<file path="src/rtl/regbank_wb_arbiter_pkg.sv">
// Shared definitions for the register-bank writeback arbiter.
// Holds the FSM encoding, the default bank geometry and the grant pointer type.
package regbank_wb_arbiter_pkg;

    localparam int unsigned DEF_DEPTH     = 15;
    localparam int unsigned DEF_WIDTH     = 32;
    localparam int unsigned DEF_ADD_WIDTH = 5;
    localparam int unsigned DROP_W        = 8;

    localparam logic [0:0] ST_INIT = 1'b0;
    localparam logic [0:0] ST_RUN  = 1'b1;

    // Identifies which requester received the most recent grant
    typedef enum logic {
        GNT_A = 1'b0,
        GNT_B = 1'b1
    } grant_t;

endpackage

</file>
<file path="src/rtl/regbank_wb_arbiter_rr_arb2.sv">
// Two-way round-robin arbiter: combinational grant, registered last-grant pointer.
// On a tie, the requester that was not granted most recently wins.
module rr_arb2
    import regbank_wb_arbiter_pkg::*;
(
    input  logic       clk,
    input  logic       rst,
    input  logic [1:0] req,
    output logic [1:0] grant
);

    grant_t last;

    always_comb begin
        grant    = 2'b00;
        grant[0] = req[0] && (!req[1] || (last == GNT_B));
        grant[1] = req[1] && (!req[0] || (last == GNT_A));
    end

    // Pointer moves only when a grant is actually issued
    always_ff @(posedge clk) begin
        if (rst) begin
            last <= GNT_B;
        end else if (grant[0]) begin
            last <= GNT_A;
        end else if (grant[1]) begin
            last <= GNT_B;
        end
    end

endmodule

</file>
<file path="src/rtl/regbank_wb_arbiter.sv">
// Register-bank write port: clears registers 1..DEPTH-1 after reset, then
// arbitrates ALU (A) and load (B) writebacks onto a single registered write port.
module regbank_wb_arbiter
    import regbank_wb_arbiter_pkg::*;
#(
    parameter int unsigned DEPTH     = DEF_DEPTH,
    parameter int unsigned WIDTH     = DEF_WIDTH,
    parameter int unsigned ADD_WIDTH = DEF_ADD_WIDTH
) (
    input  logic                 clk,
    input  logic                 rst,
    input  logic                 a_valid,
    input  logic [ADD_WIDTH-1:0] a_reg,
    input  logic [WIDTH-1:0]     a_data,
    output logic                 a_ready,
    input  logic                 b_valid,
    input  logic [ADD_WIDTH-1:0] b_reg,
    input  logic [WIDTH-1:0]     b_data,
    output logic                 b_ready,
    output logic                 w_en,
    output logic [ADD_WIDTH-1:0] w_reg,
    output logic [WIDTH-1:0]     w_data,
    output logic                 init_done,
    output logic [DROP_W-1:0]    drop_cnt
);

    logic [0:0]           state;
    logic [0:0]           state_nxt;
    logic [ADD_WIDTH-1:0] cnt;
    logic [1:0]           req;
    logic [1:0]           grant;
    logic [ADD_WIDTH-1:0] sel_reg;
    logic [WIDTH-1:0]     sel_data;
    logic                 sel_legal;
    logic                 init_last;

    // Requests are only visible to the arbiter while running and out of reset
    assign req = ((state == ST_RUN) && !rst) ? {b_valid, a_valid} : 2'b00;

    rr_arb2 u_arb (
        .clk   (clk),
        .rst   (rst),
        .req   (req),
        .grant (grant)
    );

    assign a_ready   = grant[0];
    assign b_ready   = grant[1];
    assign sel_reg   = grant[1] ? b_reg  : a_reg;
    assign sel_data  = grant[1] ? b_data : a_data;
    assign sel_legal = (sel_reg != '0) && (32'(sel_reg) < DEPTH);
    assign init_last = (cnt == ADD_WIDTH'(DEPTH - 1));

    always_comb begin
        state_nxt = state;
        case (state)
            ST_INIT: if (init_last) state_nxt = ST_RUN;
            ST_RUN:  state_nxt = ST_RUN;
            default: state_nxt = ST_INIT;
        endcase
    end

    always_ff @(posedge clk) begin
        if (rst) begin
            state <= ST_INIT;
        end else begin
            state <= state_nxt;
        end
    end

    // Write port: clearing sweep in INIT, one accepted writeback per cycle in RUN
    always_ff @(posedge clk) begin
        if (rst) begin
            w_en      <= 1'b0;
            w_reg     <= '0;
            w_data    <= '0;
            init_done <= 1'b0;
            drop_cnt  <= '0;
            cnt       <= ADD_WIDTH'(1);
        end else begin
            case (state)
                ST_INIT: begin
                    w_en   <= 1'b1;
                    w_reg  <= cnt;
                    w_data <= '0;
                    cnt    <= cnt + ADD_WIDTH'(1);
                    if (init_last) begin
                        init_done <= 1'b1;
                    end
                end
                ST_RUN: begin
                    w_en <= 1'b0;
                    if (|grant) begin
                        w_reg  <= sel_reg;
                        w_data <= sel_data;
                        if (sel_legal) begin
                            w_en <= 1'b1;
                        end else if (drop_cnt != {DROP_W{1'b1}}) begin
                            drop_cnt <= drop_cnt + DROP_W'(1);
                        end
                    end
                end
                default: begin
                    w_en <= 1'b0;
                end
            endcase
        end
    end

endmodule

</file>
<file path="config.mk">
export PLATFORM = sky130hd
export DESIGN_NAME = regbank_wb_arbiter
export DESIGN_NICKNAME = d
export VERILOG_FILES = /design/src/rtl/regbank_wb_arbiter_pkg.sv /design/src/rtl/regbank_wb_arbiter_rr_arb2.sv /design/src/rtl/regbank_wb_arbiter.sv
export SDC_FILE = /design/constraint.sdc
export NUM_CORES = 1
export LEC_CHECK = 0
export ABC_CLOCK_PERIOD_IN_PS = 4200
export BUFFER_PORTS_ARGS = -buffer_cell sky130_fd_sc_hd__buf_4
export CORE_MARGIN = 1
export CORE_UTILIZATION = 49
export CTS_CLUSTER_DIAMETER = 30
export DETAILED_ROUTE_END_ITERATION = 10
export PLACE_DENSITY = 0.85
export SLEW_MARGIN = 30
export SYNTH_ARGS = -nofsm -noshare
export SYNTH_HDL_FRONTEND = slang
export SYNTH_SLANG_ARGS = --single-unit
</file>
<file path="constraint.sdc">
create_clock -name clk -period 4.2 [get_ports clk]
set_input_delay 0.84 -clock clk [delete_from_list [all_inputs] [get_ports clk]]
set_output_delay 0.84 -clock clk [all_outputs]
set_load 0.02 [all_outputs]
</file>
==> metrics, run 1 <==
run status finished clean; Max-Cap Viols 0; total CTS buffers 5; Yosys reg bits 54; Synth Flop Type dfxtp_1; Leakage 0.00144 uW; core area 5110 um2; fin cells 458; Antenna Cells 0; post-synthesis async set-or-reset flop share 0; Synth Cell Area 2580 um2; TritonCTS clock tree yes; Max IR drop VDD 0.174 mV; RSZ-0062 raised after global routing no; routed len/inst 14.5 um; Multi-input gate area 1360 um2; Hold Buf Count CTS 0; fill count 413; area delta synth->final 40.1%; final design area excluding fillers 3620 um2; number of setup buffers added after CTS 0; vias 2,558; vias in the first global route 2,321; Final GP Congestion 0.778; max-slew violations 0; top cell type's share of synthesized area 0.418; final wirelength 6620 um; Seq/Total Area, Yosys 0.418; worst relative slew slack 0.511; Synth area leader dfxtp_1; Die Width 74.6 um; Cell Count Post-Placement 450; max reg flops 32; Reg area 1080 um2; Core Rows 26; root buf cell clkbuf_8; measured slew at the worst slew-check pin 729 ps; EDFF count, synth 0; layout cells sized above 1 0.374; CTS max path bufs 2; largest net degree at the start of global routing 52; CP Launch Type primary input; Starting Density 0.506; DP HPWL 4800 um; Worst Path Max Fanout 51; Fmax 324 MHz; Setup crit end kind output pin; Die Y 74.6 um; min Tclk post-route 3090 ps; Area after DPL 3510 um2; Worst-Skew Late Latency 310 ps; Final Total Pwr 968 uW; IO Port Bufs 126; CP required 3360 ps; post-synth cell types 38; setup TNS 0 ps; top flop regs w_data (32), drop_cnt (8); die area 5570 um2; post_cts resized 0; Mapped Cells 277; Antenna Nets Post-Route 0; most common cell in the netlist dfxtp_1; clk sink count 54; DR iter-0 viols 151; Worst Skew 8.04 ps; final count of hold timing violations 0; grt ovf 0; H-tree depth 2; drc violations 0; Ports 127; worst min path class register to register; crit path DAT 2250 ps; gr usage total 0.244; Period Utilization, post-route 0.735; first-pass GRT wire length 10,400 um; clock-pin slew on the worst setup and hold paths 90 ps; Largest Register w_data; Total Nets Final 468; initial antenna violation count 0; Setup Viol. Count Final 0; Pre-antenna DRT Iters 5; Cell Pwr Density 267 nW/um2; Post-synth top cells dfxtp_1, a21oi_1, mux2i_1; Synth Warn # 0; top post-synthesis cells by area dfxtp_1, mux2i_1, a211oi_1, a21oi_1, nor2_1; Synthesized Nets 358; Vias/cell 5.59; syn_area_per_cell 9.33 um2; critical setup path kind primary input to output pin
-- placed cells by master (no fill, tap or decap), types with 6 or more instances in the layout --
master and count:
a211oi_1 32, a21oi_1 41, buf_4 128, clkbuf_8 8, dfxtp_1 54, mux2i_1 33, nand2_1 6, nor2_1 22
-- critical path, stage by stage --
cell,delay (ps)
buf_4,260
nor2b_4,190
and3_4,650
buf_4,260
-- area by class of cell --
class	instances	area share
multi-input cells	193	0.377
flip-flops and latches	54	0.298
repair buffers	128	0.265
clock buffers	8	0.0304
well taps	70	0.0242
inverters	5	0.00518
-- power by group --
part / total (uW) / internal [uW] / switching, uW
registers: 525 / 519 / 6.31
logic: 112 / 67.7 / 44.1
clock network: 331 / 167 / 164
total: 968 / 753 / 214
-- metrics by stage --
| step | hold WS, ps | utilization | worst slack (ps) |
|---|---|---|---|
| floorplan | 496 | - | 1530 |
| global placement | 472 | 0.688 | 1150 |
| detailed placement | 480 | 0.688 | 1120 |
| CTS | 501 | 0.709 | 1120 |
| global route | 535 | 0.709 | 1040 |
| finish | 497 | 0.709 | 1110 |
-- layer usage --
layer,global-route usage,share of wire
met1,0.296,0.41
met2,0.405,0.49
met3,0.0790,0.079
met4,0.0901,0.022
met5,0,0
-- kinds of logic (layout without fill, tap and decap cells) --
group,count (synthesis),count (layout),synth area share
AOI/OAI and AO/OA,94,94,0.237
DFF,54,54,0.418
and+or+nand+nor,54,54,0.110
muxes,39,39,0.155
buffers and inverters,30,141,0.0547
adders and majority gates,3,3,0.0145
xor gates and xnor gates,3,3,0.0102
-- worst paths after layout --
path / startpoint / to / slack, ps / cells after the start
worst max-delay path: rst / b_ready / 1110 / 4
worst min-delay path: init_done / init_done / 500 / 2
worst max register to register: state / drop_cnt[6] / 1460 / 6
worst min register to register: init_done / init_done / 500 / 2
No activity file was read; power rests on OpenSTA's default activity.
==> inputs of run 2 (changes only) <==
- ABC_AREA: not set -> 1
- ABC_CLOCK_PERIOD_IN_PS: 4200 -> 2700
- CORE_UTILIZATION: 49 -> 42
- PLACE_DENSITY: 0.85 -> 0.77
- clock period: 4.2 -> 2.7 ns (I/O delays scaled with it)
==> run 2 against run 1 <==
Critical path depth unchanged; total power up 58%; die area up 19%; core utilization down 9.0 points; critical path type is now register to output pin; critical endpoint unchanged; largest power group unchanged.
==> metrics, run 2 <==
Area after DPL 3620 um2; gr usage total 0.207; routed len/inst 13.2 um; Die Width 81.5 um; Worst Path Max Fanout 26; Synth Warn # 0; fin cells 547; EDFF count, synth 0; GR Util met1 0.249; total CTS buffers 5; Starting Density 0.441; DR iter-0 viols 135; Synth area leader dfxtp_1; TritonCTS clock tree yes; Final Total Pwr 1530 uW; sequential power share 0.534; setup TNS 0 ps; first-pass GRT wire length 10,600 um; commonest non-fill, non-tap cell in the layout buf_4; top flop regs w_data (32), drop_cnt (8); top post-synthesis cells by area dfxtp_1, nand2_1, o21a_1, a21oi_1, o21ai_0; vias in the first global route 2,340; Max-Cap Viols 0; Logic pwr share 0.104; M2 GR Usage 0.373; crit path DAT 1720 ps; H-tree depth 2; global routing's busiest layer met2; syn_area_per_cell 7.48 um2; Pre-antenna DRT Iters 6; Sw Pwr 348 uW; grt ovf 0; number of setup buffers added after CTS 0; Pint 1180 uW; initial antenna violation count 0; Ports 127; Cell Pwr Density 409 nW/um2; RSZ-0062 raised after global routing no; max reg flops 32; Antenna Nets Post-Route 0; Synth Flop Type dfxtp_1; root buf cell clkbuf_8; post-synth cell types 29; worst relative slew slack 0.571; Vias/cell 4.97; vias 2,716; post-synthesis async set-or-reset flop share 0; met3 usage 0.0400; clock network fraction of total power 0.362; largest net degree at the start of global routing 39; Synthesized Nets 436; Post-synth top cells nand2_1, dfxtp_1, a21oi_1; worst min path class register to register; clock-pin slew on the worst setup and hold paths 100 ps; CTS max path bufs 2; Seq/Total Area, Yosys 0.407; Largest Register w_data; final design area excluding fillers 3730 um2; most frequent cells in the layout buf_4, nand2_1, dfxtp_1; Max IR drop VDD 0.206 mV; Setup Viol. Count Final 0; Hold Buf Count CTS 0; max-slew violations 0; Core Rows 28; Leakage 0.00167 uW; CP Launch Type register; IO Port Bufs 126; clk sink count 54; Worst Skew 13.8 ps; Fmax 442 MHz; Period Utilization, post-route 0.838; layout cells sized above 1 0.324; Antenna Cells 0; Total Nets Final 552; measured slew at the worst slew-check pin 643 ps; Cell Count Post-Placement 539; run status finished clean; Final GP Congestion 0.819; Setup crit end kind output pin; die area 6650 um2; most common cell in the netlist nand2_1; Mapped Cells 355; Die Y 81.5 um; CP required 2160 ps; critical setup path kind register to output pin; worst setup margin 438 ps; sw frac 0.228; core area 6030 um2; dpl ws 389 ps; area delta synth->final 40.6%; Synth Cell Area 2660 um2; drc violations 0; Worst-Skew Late Latency 310 ps; final wirelength 7210 um; min Tclk post-route 2260 ps; final count of hold timing violations 0; Yosys reg bits 54; DP HPWL 5430 um; post_cts resized 0; top cell type's share of synthesized area 0.407
run 2: cell count changes in the layout (fill, tap and decap cells not counted), moves of 6 or more:
cell | before | now
nand2_1 | 6 | 87
inv_1 | 5 | 15
o21ai_1 | 1 | 8
o21ai_0 | 3 | 27
nand4_1 | 3 | 16
mux2i_1 | 33 | 0
nor2_1 | 22 | 16
o21a_1 | 0 | 32
a211oi_1 | 32 | 1
run 2: worst max-delay path, stage by stage, from the launching register on:
cell     delay (ps)
dfxtp_1         350
buf_4           200
nand4_4         330
inv_2           330
buf_4           200
run 2: cell families (layout without fill, tap and decap cells):
kind of cell | Yosys count | count (layout) | share of synthesized area
AOI/OAI and AO/OA | 117 | 117 | 0.255
DFF | 54 | 54 | 0.407
xor gates and xnor gates | 6 | 6 | 0.0198
and+or+nand+nor | 133 | 133 | 0.228
buffers and inverters | 42 | 159 | 0.0754
adders and majority gates | 3 | 3 | 0.0141
run 2: per-layer routing:
metal | share of wire | vias up | routed length [um]
met2 | 0.48 | 92 | 3500
met1 | 0.43 | 1179 | 3100
met5 | 0 | - | 0
li1 | - | 1439 | -
met4 | 0.0091 | 0 | 66
met3 | 0.076 | 6 | 550
run 2: metrics by stage:
| step | utilization | hold slack (ps) |
|---|---|---|
| finish | 0.620 | 471 |
| global route | 0.620 | 492 |
| CTS | 0.620 | 473 |
| detailed placement | 0.600 | 458 |
| global placement | 0.600 | 452 |
| floorplan | - | 455 |
run 2: power groups by stage:
stage	Sequential (uW)	Clock [uW]	Combinational [uW]
4_1_cts	816	569	160
2_1_floorplan	838	0	46.3
3_3_place_gp	833	0	157
5_1_grt	817	598	172
6_report	816	554	159
3_5_place_dp	834	0	159
run 2: final timing paths:
path | endpoint | slack (ps) | cells after the start | start
worst min register to register | w_data[11] | 470 | 2 | w_data[11]
worst min-delay path | w_data[11] | 470 | 2 | w_data[11]
worst max register to register | w_data[20] | 730 | 8 | state
worst max-delay path | b_ready | 440 | 4 | state
run 2: area by class of cell:
class	count	area, um2
repair buffers	132	991
well taps	75	93.8
multi-input cells	259	1380
clock inverters	3	47.5
fillers	557	2290
clock buffers	5	68.8
inverters	19	73.8
flip-flops and latches	54	1080
==> inputs of run 3 (changes only) <==
- ABC_CLOCK_PERIOD_IN_PS: 2700 -> 1900
- clock period: 2.7 -> 1.9 ns (I/O delays scaled with it)
==> run 3 against run 2 <==
Sequential share of layout area decreased by 0.39 points; sequential power rose by 42%; critical path type unchanged; critical path depth shrank 1; cell area up 1.4%; clock power grew 29%; via count grew 4.7%; routed wire length up 1.4%; global-route usage up 0.083 points; largest cell class unchanged; die area unchanged; count of clock-buffer cells in the layout is 3 higher; combinational power rose by 42%.
==> metrics, run 3 (synthesis results as in run 2) <==
run status finished clean; CTS max path bufs 2; FF-to-FF path depth 9; Max-Cap Viols 0; final wirelength 7310 um; top flop regs w_data (32), drop_cnt (8); hold slack 357 ps; Antenna Cells 0; die area 6650 um2; Vias/cell 5.14; DP HPWL 5550 um; root buf cell clkbuf_8; gr usage total 0.208; Worst Path Max Fanout 15; Antenna Nets Post-Route 0; Worst-Skew Late Latency 290 ps; Final GP Congestion 0.885; WHS Path Cells 3; max-slew violations 0; clk sink count 54; Core Rows 28; Area after DPL 3670 um2; Leakage 0.00170 uW; Cell Count Post-Placement 544; layout cells sized above 1 0.333; measured slew at the worst slew-check pin 300 ps; min-delay src rst; worst min path class primary input to register; GR Util met1 0.256; flop2flop setup slack 230 ps; routed len/inst 13.2 um; Setup crit end kind output pin; met3 usage 0.0478; Starting Density 0.441; Worst Skew 8.26 ps; TritonCTS clock tree yes; final count of hold timing violations 0; RR Endpoint w_en; crit path DAT 1340 ps; CP Launch Type register; Hold Buf Count CTS 0; setup TNS 0 ps; dpl ws 32.8 ps; vias in the first global route 2,379; post_cts resized 0; Setup Viol. Count Final 0; critical setup path kind register to output pin; RSZ-0062 raised after global routing no; Largest Register w_data; most frequent cells in the layout buf_4, nand2_1, dfxtp_1; worst setup margin 178 ps; H-tree depth 2; Fmax 581 MHz; max reg flops 32; drc violations 0; first-pass GRT wire length 10,800 um; global routing's busiest layer met2; clock-pin slew on the worst setup and hold paths 90 ps; grt ovf 0; Die Width 81.5 um; worst relative slew slack 0.800; fin cells 553; Reg-to-Reg Start state; Period Utilization, post-route 0.906; IO Port Bufs 126; commonest non-fill, non-tap cell in the layout buf_4; Worst Hold End cnt[0]; fill count 555; Max IR drop VDD 0.353 mV; area delta synth->final 42.5%; M2 GR Usage 0.360; vias 2,844; initial antenna violation count 0; final design area excluding fillers 3780 um2; largest net degree at the start of global routing 41; Cell Pwr Density 555 nW/um2; core area 6030 um2; total CTS buffers 5; Total Nets Final 558; CP required 1520 ps; min Tclk post-route 1720 ps; Pre-antenna DRT Iters 4; Ports 127; Die Y 81.5 um; DR iter-0 viols 134
run 3: cell type report:
| class | instances | area [um2] | area share |
|---|---|---|---|
| Sequential cell | 54 | 1080 | 0.286 |
| Multi-Input combinational cell | 259 | 1380 | 0.364 |
| Inverter | 19 | 73.8 | 0.0195 |
| Tap cell | 75 | 93.8 | 0.0248 |
| Timing Repair Buffer | 138 | 1050 | 0.277 |
| Clock buffer | 8 | 110 | 0.0291 |
run 3: routing by layer:
metal | vias up | wire (um)
li1 | 1445 | -
met1 | 1274 | 3090
met2 | 117 | 3460
met3 | 8 | 659
met4 | 0 | 106
met5 | - | 0
run 3: worst max path at each step:
stage,from,to,slack [ps],cells past startpoint
6_report,state,b_ready,180,3
3_3_place_gp,rst,drop_cnt[0],80,12
4_1_cts,state,a_ready,60,5
5_1_grt,state,drop_cnt[1],90,12
2_1_floorplan,b_valid,w_data[19],250,7
3_5_place_dp,rst,drop_cnt[1],30,12
run 3: worst max-delay path: stages, from the launching register on:
cell,delay [ps]
dfxtp_1,420
nand4_4,160
inv_2,260
buf_4,200
run 3: repair_timing:
item                       CTS  global route
setup buffers                0             1
hold endpoints to repair     0             0
setup endpoints to repair    0             1
run 3: metrics by stage:
step            util  total power (uW)
6_report       0.628              2100
5_1_grt        0.628              2200
3_3_place_gp   0.609              1410
3_5_place_dp   0.609              1410
2_1_floorplan      -              1260
4_1_cts        0.627              2130
run 3: power breakdown:
| part | internal [uW] | leakage, uW | switching [uW] |
|---|---|---|---|
| Combinational | 134 | 0.00121 | 92.4 |
| Clock | 368 | 0.0000575 | 348 |
| Sequential | 1150 | 0.000437 | 13.1 |
